## src/rtl/ysyx_22050019_pkg.sv

```systemverilog
// Shared types and constants for the write-back arbitration slice.
package ysyx_22050019_pkg;

    localparam int unsigned XLEN       = 64;
    localparam int unsigned CSR_DIFF_N = 4;

    // Which source owns the register-file write port this cycle.
    typedef enum logic [1:0] {
        WB_NONE = 2'd0,
        WB_EXU  = 2'd1,
        WB_LSU  = 2'd2
    } wb_src_e;

    // One write-back request as seen at the arbiter input.
    typedef struct packed {
        logic                         we;
        logic [4:0]                   waddr;
        logic [XLEN-1:0]              wdata;
        logic [XLEN-1:0]              pc;
        logic [CSR_DIFF_N*XLEN-1:0]   csr_diff;
    } wb_req_t;

endpackage

```

## src/rtl/ysyx_22050019_wb_age_prio.sv

```systemverilog
// Two-way grant between EXU and LSU: LSU wins collisions until the EXU
// request has lost AGE_MAX consecutive cycles, then EXU wins once.
// age_q is the only state; age_q == AGE_MAX is the "EXU priority" condition.
module ysyx_22050019_wb_age_prio
    import ysyx_22050019_pkg::*;
#(
    parameter int unsigned AGE_MAX = 3
) (
    input  logic    clk,
    input  logic    rst_n,
    input  logic    exu_valid,
    input  logic    lsu_valid,
    output logic    exu_grant,
    output logic    lsu_grant,
    output wb_src_e src
);

    localparam logic [3:0] AGE_LIM = 4'(AGE_MAX);

    logic [3:0] age_q;
    logic       exu_pri;

    assign exu_pri = (age_q == AGE_LIM);

    // Grant: LSU first on collision unless the EXU request has aged out.
    always_comb begin
        lsu_grant = lsu_valid & ~(exu_valid & exu_pri);
        exu_grant = exu_valid & ~lsu_grant;
        src       = WB_NONE;
        if (exu_grant) begin
            src = WB_EXU;
        end else if (lsu_grant) begin
            src = WB_LSU;
        end
    end

    // Aging: count consecutive lost cycles of a pending EXU request, saturating.
    always_ff @(posedge clk or negedge rst_n) begin
        if (!rst_n) begin
            age_q <= 4'd0;
        end else if (exu_valid && !exu_grant) begin
            if (age_q != AGE_LIM) begin
                age_q <= age_q + 4'd1;
            end
        end else begin
            age_q <= 4'd0;
        end
    end

endmodule

```

## src/rtl/ysyx_22050019_wb_arbiter.sv

```systemverilog
// Register-file write-back arbiter: picks EXU or LSU result each cycle and
// registers the write port, the commit/difftest record and instret.
// Handshake: a source offers with valid; the result is taken in the cycle
// where ready is high (ready is combinational, at most one high per cycle).
// Datapath width comes from ysyx_22050019_pkg::XLEN.
module ysyx_22050019_wb_arbiter
    import ysyx_22050019_pkg::*;
#(
    parameter int unsigned AGE_MAX = 3
) (
    input  logic                         clk,
    input  logic                         rst_n,
    input  logic                         exu_valid_i,
    output logic                         exu_ready_o,
    input  logic                         exu_we_i,
    input  logic [4:0]                   exu_waddr_i,
    input  logic [XLEN-1:0]              exu_wdata_i,
    input  logic [XLEN-1:0]              exu_csr_wdata_i,
    input  logic [XLEN-1:0]              exu_pc_i,
    input  logic [CSR_DIFF_N*XLEN-1:0]   exu_csr_diff_i,
    input  logic                         lsu_valid_i,
    output logic                         lsu_ready_o,
    input  logic                         lsu_we_i,
    input  logic [4:0]                   lsu_waddr_i,
    input  logic [XLEN-1:0]              lsu_wdata_i,
    input  logic [XLEN-1:0]              lsu_pc_i,
    input  logic [CSR_DIFF_N*XLEN-1:0]   lsu_csr_diff_i,
    output logic                         wb_we_o,
    output logic [4:0]                   wb_waddr_o,
    output logic [XLEN-1:0]              wb_wdata_o,
    output logic                         commit_valid_o,
    output logic [XLEN-1:0]              commit_pc_o,
    output logic [CSR_DIFF_N*XLEN-1:0]   commit_csr_diff_o,
    output logic [63:0]                  instret_o
);

    logic    exu_grant;
    logic    lsu_grant;
    wb_src_e src;
    wb_req_t sel;

    ysyx_22050019_wb_age_prio #(
        .AGE_MAX (AGE_MAX)
    ) u_prio (
        .clk       (clk),
        .rst_n     (rst_n),
        .exu_valid (exu_valid_i),
        .lsu_valid (lsu_valid_i),
        .exu_grant (exu_grant),
        .lsu_grant (lsu_grant),
        .src       (src)
    );

    assign exu_ready_o = exu_grant;
    assign lsu_ready_o = lsu_grant;

    // Select the granted payload; all-zero when nobody is granted.
    always_comb begin
        sel = '0;
        case (src)
            WB_EXU: begin
                sel.we       = exu_we_i;
                sel.waddr    = exu_waddr_i;
                sel.wdata    = exu_wdata_i | exu_csr_wdata_i;
                sel.pc       = exu_pc_i;
                sel.csr_diff = exu_csr_diff_i;
            end
            WB_LSU: begin
                sel.we       = lsu_we_i;
                sel.waddr    = lsu_waddr_i;
                sel.wdata    = lsu_wdata_i;
                sel.pc       = lsu_pc_i;
                sel.csr_diff = lsu_csr_diff_i;
            end
            default: ;
        endcase
    end

    // Output stage: one-cycle registered write port, commit record and instret.
    always_ff @(posedge clk or negedge rst_n) begin
        if (!rst_n) begin
            wb_we_o           <= 1'b0;
            wb_waddr_o        <= 5'd0;
            wb_wdata_o        <= '0;
            commit_valid_o    <= 1'b0;
            commit_pc_o       <= '0;
            commit_csr_diff_o <= '0;
            instret_o         <= 64'd0;
        end else begin
            // x0 writes are dropped but the instruction still retires.
            wb_we_o           <= sel.we && (sel.waddr != 5'd0);
            wb_waddr_o        <= sel.waddr;
            wb_wdata_o        <= sel.wdata;
            commit_valid_o    <= (src != WB_NONE);
            commit_pc_o       <= sel.pc;
            commit_csr_diff_o <= sel.csr_diff;
            if (src != WB_NONE) begin
                instret_o <= instret_o + 64'd1;
            end
        end
    end

endmodule

```

## config.mk

```make
export PLATFORM = sky130hd
export DESIGN_NAME = ysyx_22050019_wb_arbiter
export DESIGN_NICKNAME = d
export VERILOG_FILES = /design/src/rtl/ysyx_22050019_pkg.sv /design/src/rtl/ysyx_22050019_wb_age_prio.sv /design/src/rtl/ysyx_22050019_wb_arbiter.sv
export SDC_FILE = /design/constraint.sdc
export NUM_CORES = 1
export LEC_CHECK = 0
export BUFFER_PORTS_ARGS = -buffer_cell sky130_fd_sc_hd__buf_4
export CORE_AREA = 5 5 504 506
export CTS_BUF_LIST = sky130_fd_sc_hd__clkbuf_16
export CTS_CLUSTER_SIZE = 25
export DETAILED_ROUTE_END_ITERATION = 8
export DIE_AREA = 0 0 509 511
export PLACE_DENSITY_LB_ADDON = 0.05
export SYNTH_ARGS = -nofsm -noshare
export SYNTH_HDL_FRONTEND = slang
export SYNTH_SLANG_ARGS = --single-unit
```

## constraint.sdc

```tcl
create_clock -name clk -period 8 [get_ports clk]
set_clock_uncertainty 0.2 [all_clocks]
set_input_delay 2.4 -clock clk [delete_from_list [all_inputs] [get_ports clk]]
set_output_delay 2.4 -clock clk [all_outputs]
set_load 0.05 [all_outputs]
```

-- Word level (Yosys, flattened, before mapping)
Index checks and enable logic that the tools add are counted.
- flip-flop bits (word level): 459
- latch bits: 0
- bits in writable memories: 0
- bits in read-only memories: 0
- bits of input ports: 848
- output and inout port bits: 457
- word-level logic and storage cells: 31
- memories: 0
- $add $sub $neg: 2
- $mul: 0
- divide/modulo/power cells: 0
- magnitude comparators: 0
- equality and inequality tests: 5
- shifts and indexed selects: 0
- multiplexer cells: 5
- bitwise gates (word level): 6
- reduce and logical (&&, ||, !) cells: 5
- operators with widths (kind ; number):
    one-hot mux 390 bit (2 select lines) ; 1
    adder 64 x 1 -> 64 bit, second input constant ; 1
    OR 64 bit ; 1
    2-to-1 mux 4 bit ; 2
    nonzero test 5 bit ; 1
    adder 4 x 1 -> 4 bit, second input constant ; 1
    equality test 4 x 2 -> 1 bit, second input constant ; 1
    2-to-1 mux 2 bit ; 2
    inequality test 4 x 2 -> 1 bit, second input constant ; 1
    AND 1 bit ; 3
    equality test 2 x 1 -> 1 bit, second input constant ; 1
    equality test 2 bit, second input constant ; 1
    logical AND 1 bit ; 2
    inequality test 2 bit, second input constant ; 1
    NOT 1 bit ; 2
    nonzero test 2 bit ; 1
    zero test 1 bit ; 1

-- Longest topological paths before layout
- word-level depth: 11
- gate-level depth with buffers: 9
- depth with buffers taken out: 6

-- Cells and area by module
From an unflattened synthesis, not the netlist that was laid out.
- cell total of the unflattened synthesis: 1666
- area, all modules: 18118.6 um^2
- by module, submodules not included (module ; times used ; cells each ; area an instance (um^2) ; seq. area each (um^2)):
    ysyx_22050019_wb_arbiter ; 1 ; 1646 ; 17918.4 ; 11385.9
    ysyx_22050019_wb_age_prio ; 1 ; 20 ; 200.2 ; 100.1

-- Least setup slack after synthesis
OpenSTA, ideal clock, no wires.
- path type: input to output
- start point: input exu_valid_i
- end point: output exu_ready_o
- data arrival time: 4.067 ns
- data required time: 5.400 ns
- slack: 1.333 ns
- stages: 7
- path buffers: 4
- cells stage by stage: buf_2 -> nand2_1 -> o31a_1 -> buf_2 -> clkbuf_1 -> buf_2 -> nor2b_1
- cells in the longest elaborated chain, start to end: 5
- RTL lines (element ; line ; RTL):
    from (decl) ; ysyx_22050019_wb_arbiter.sv:13 ; input logic exu_valid_i,
    AND 1 bit ; ysyx_22050019_wb_age_prio.sv:27 ; lsu_grant = lsu_valid & ~(exu_valid & exu_pri);
    NOT 1 bit ; ysyx_22050019_wb_age_prio.sv:27 ;
    AND 1 bit ; ysyx_22050019_wb_age_prio.sv:27 ;
    NOT 1 bit ; ysyx_22050019_wb_age_prio.sv:28 ; exu_grant = exu_valid & ~lsu_grant;
    AND 1 bit (*) ; ysyx_22050019_wb_age_prio.sv:28 ;
    to (decl) ; ysyx_22050019_wb_arbiter.sv:14 ; output logic exu_ready_o,
Mark *: on every way between the ends. The rest lies on a longest branch, timed or not.

-- Worst setup path in the final report
Same ends and word-level chain as after synthesis.

==> flow_metrics.tcl <==
set metrics [dict create \
    status "completed" \
    yosys-top-cells-count "739 x nand2_1, 459 x dfrtp_1, 454 x o21ai_0" \
    cts_buffers 78 \
    yosysMostFrequentCell "nand2_1" \
    cts.htree.levels 3 \
    gr-usage-all-layers 0.124 \
    cts_tree "built" \
    die_h_microns 511 \
    max_freq_mhz 161 \
    maxSlewViolCount 0 \
    worstMarginPinSlew_ns 1.06 \
    fin_crit_ns 6.20 \
    dieWidth_microns 509 \
    wl_per_cell_microns 25.2 \
    syn_area_sq_um 18600 \
    min_path_type "flip-flop to flip-flop" \
    gp_congestion 0.772 \
    drtAntennaViolNets 0 \
    min_to "u_prio.age_q[0]" \
    ff_latch_area_sq_um 11500 \
    rows 184 \
    vdd_drop_max_mv 0.126 \
    cellPowerDensity_nw_per_um2 219 \
    yosysTopAreaCell "dfrtp_1" \
    vias 19248 \
    grt_overflow 0 \
    avgSynthCellArea_sq_um 9.37 \
    cts_resized 0 \
    p_leak_nw 16.3 \
    antenna_found_initial 92 \
    drt_iter0_drc 809 \
    finalWirelength_microns 169000 \
    viasPerCell 2.88 \
    drc 0 \
    portBuffers 1304 \
    synthCells 1985 \
    multi_input_area_sq_um 6510 \
    clock_path_buffers 3 \
    syn_to_final_growth_pct 86.5 \
    ys_seq_area_frac 0.618 \
    required_ns 5.40 \
    fillers 28829 \
    setup_viol 0 \
    layout-drive-gt1-share 0.434 \
    grt_max_degree 207 \
    worstPathArrival_ns 3.60 \
    ff2ff_path_depth 7 \
    async_flop_share 1.00 \
    relSlewSlack 0.291 \
    reg2reg_slack_ns 4.16 \
    ios 1305 \
    syn_nets 2835 \
    start_util 0.0745 \
    hold_depth 1 \
    yosysWarnings 0 \
    grt_pass1_vias 21110 \
    fin_crit_sh 0.775 \
    post-place-ws_ns 1.77 \
    synth_edf_count 0 \
    die_area_sq_um 260000 \
    synth-main-ff-cell "dfrtp_1" \
    reg2reg_from "u_prio.age_q[0]" \
    drt_first_pass_iters 5 \
    synth.area.top_cells "dfrtp_1 62%, nand2_1 15%, o21ai_0 12%, xnor2_1 2.0%, clkbuf_1 1.8%" \
    hold_path.startpoint "u_prio.age_q[0]" \
    cts_root_buffer "clkbuf_16" \
    clk_pin_slew_ns 0.06 \
    nets 4111 \
    grt_pass1_wl_microns 215000 \
    startpoint_type "primary input" \
    cts_hold_buf 0 \
    grt_setup_unrepaired "false" \
    dp_hpwl_microns 138000 \
    cts_setup_buffers 0 \
    worst_r2r_endpoint "commit_csr_diff_o[135]" \
    synth_seq_cells 459 \
    setup_ws_ns 1.80 \
    critPathMaxFanout 37 \
    setup_tns_ns 0 \
    drv_cap 0 \
    core-area_sq_um 250000 \
    hold_viol 0 \
    clock-sinks 459 \
    synth_cell_types 44 \
    path_class "primary input to primary output" \
    critPathCaptureType "primary output" \
    synth.top_cell.area_share 0.618 \
    clkLatencyLatePin_ns 0.70 \
]
-- critical path, cell delays in order --
cell and delay (ns):
buf_8 0.29, nand2_1 0.10, o31a_2 0.42, nor2b_1 0.15, buf_4 0.21
-- state kept, by name, indices dropped and copies added, names as in the netlist --
register and cells:
commit_csr_diff_o 256, commit_pc_o 64, instret_o 64, wb_wdata_o 64, wb_waddr_o 5, u_prio.age_q 4, commit_valid_o 1, wb_we_o 1
-- worst max path at each step --
| stage | from | end | slack [ns] | cells after the start |
|---|---|---|---|---|
| after floorplan | exu_valid_i | exu_ready_o | 1.33 | 7 |
| after global placement | exu_valid_i | exu_ready_o | 1.76 | 5 |
| after detailed placement | exu_valid_i | exu_ready_o | 1.77 | 5 |
| after CTS | exu_valid_i | exu_ready_o | 1.77 | 5 |
| after global routing | exu_valid_i | exu_ready_o | 1.74 | 5 |
| final | exu_valid_i | exu_ready_o | 1.80 | 5 |
-- report_power, final --
group / switching [W] / total (W) / leakage, nW / internal (W)
sequential: 0.0000835 / 0.00257 / 5.77 / 0.00249
clock: 0.00143 / 0.00324 / 1.24 / 0.00181
combinational: 0.00119 / 0.00177 / 9.31 / 0.000579
total: 0.00271 / 0.00759 / 16.3 / 0.00488
-- metal layers --
| layer | vias up | part of all wire | routed length [microns] | GRT usage |
|---|---|---|---|---|
| li1 | 9104 | - | - | - |
| met1 | 8949 | 0.37 | 62100 | 0.131 |
| met2 | 915 | 0.49 | 83400 | 0.212 |
| met3 | 218 | 0.12 | 19500 | 0.0676 |
| met4 | 62 | 0.020 | 3310 | 0.0371 |
| met5 | - | 0.0024 | 402 | 0 |
-- through the flow --
step / hold slack, ns / instance area, sq um / total power [W] / instances / util
after floorplan: 0.232 / 18600 / 0.00343 / 1985 / -
after global placement: 0.271 / 32300 / 0.00446 / 6529 / 0.129
after detailed placement: 0.270 / 32300 / 0.00445 / 6529 / 0.129
after CTS: 0.278 / 34600 / 0.00790 / 6668 / 0.139
after global routing: 0.312 / 34600 / 0.00802 / 6679 / 0.139
final: 0.274 / 34700 / 0.00759 / 6691 / 0.139
-- cell type report --
| cell class | count | share of cell area |
|---|---|---|
| antenna | 23 | 0.00166 |
| clock buffer | 78 | 0.0563 |
| clock inverter | 61 | 0.0109 |
| inverter | 8 | 0.000866 |
| multi-input combinational | 1384 | 0.188 |
| sequential | 459 | 0.331 |
| tap | 3348 | 0.121 |
| timing repair buffer | 1330 | 0.291 |
-- layout by cell type (no fill, tap or decap), types with 3 or more instances in the layout --
cell type  instances
inv_16             3
and3_1            14
nand4_1           16
buf_4           1322
o21ai_1            3
buf_12             6
clkinv_2           6
or3_1              3
nand2_1          739
o21ai_0          451
dfrtp_1          459
or4_1              3
clkinv_1          19
nor3_1            10
nand3_1           26
diode_2           23
clkbuf_16         78
xnor2_1           42
xor2_1            23
and4_1             4
inv_1             35
nor2_1            14
and2_1             3
nor4_1             3
-- cell families after synthesis --
logic type | synth area share
AND/OR/NAND/NOR | 0.192
multiplexers | 0.000605
AO/OA/AOI/OAI | 0.125
adder cells (fa/ha/maj) | 0.00135
buffers and inverters | 0.0325
flip-flops | 0.618
XOR/XNOR | 0.0306
(Power assumes the default switching activity.)
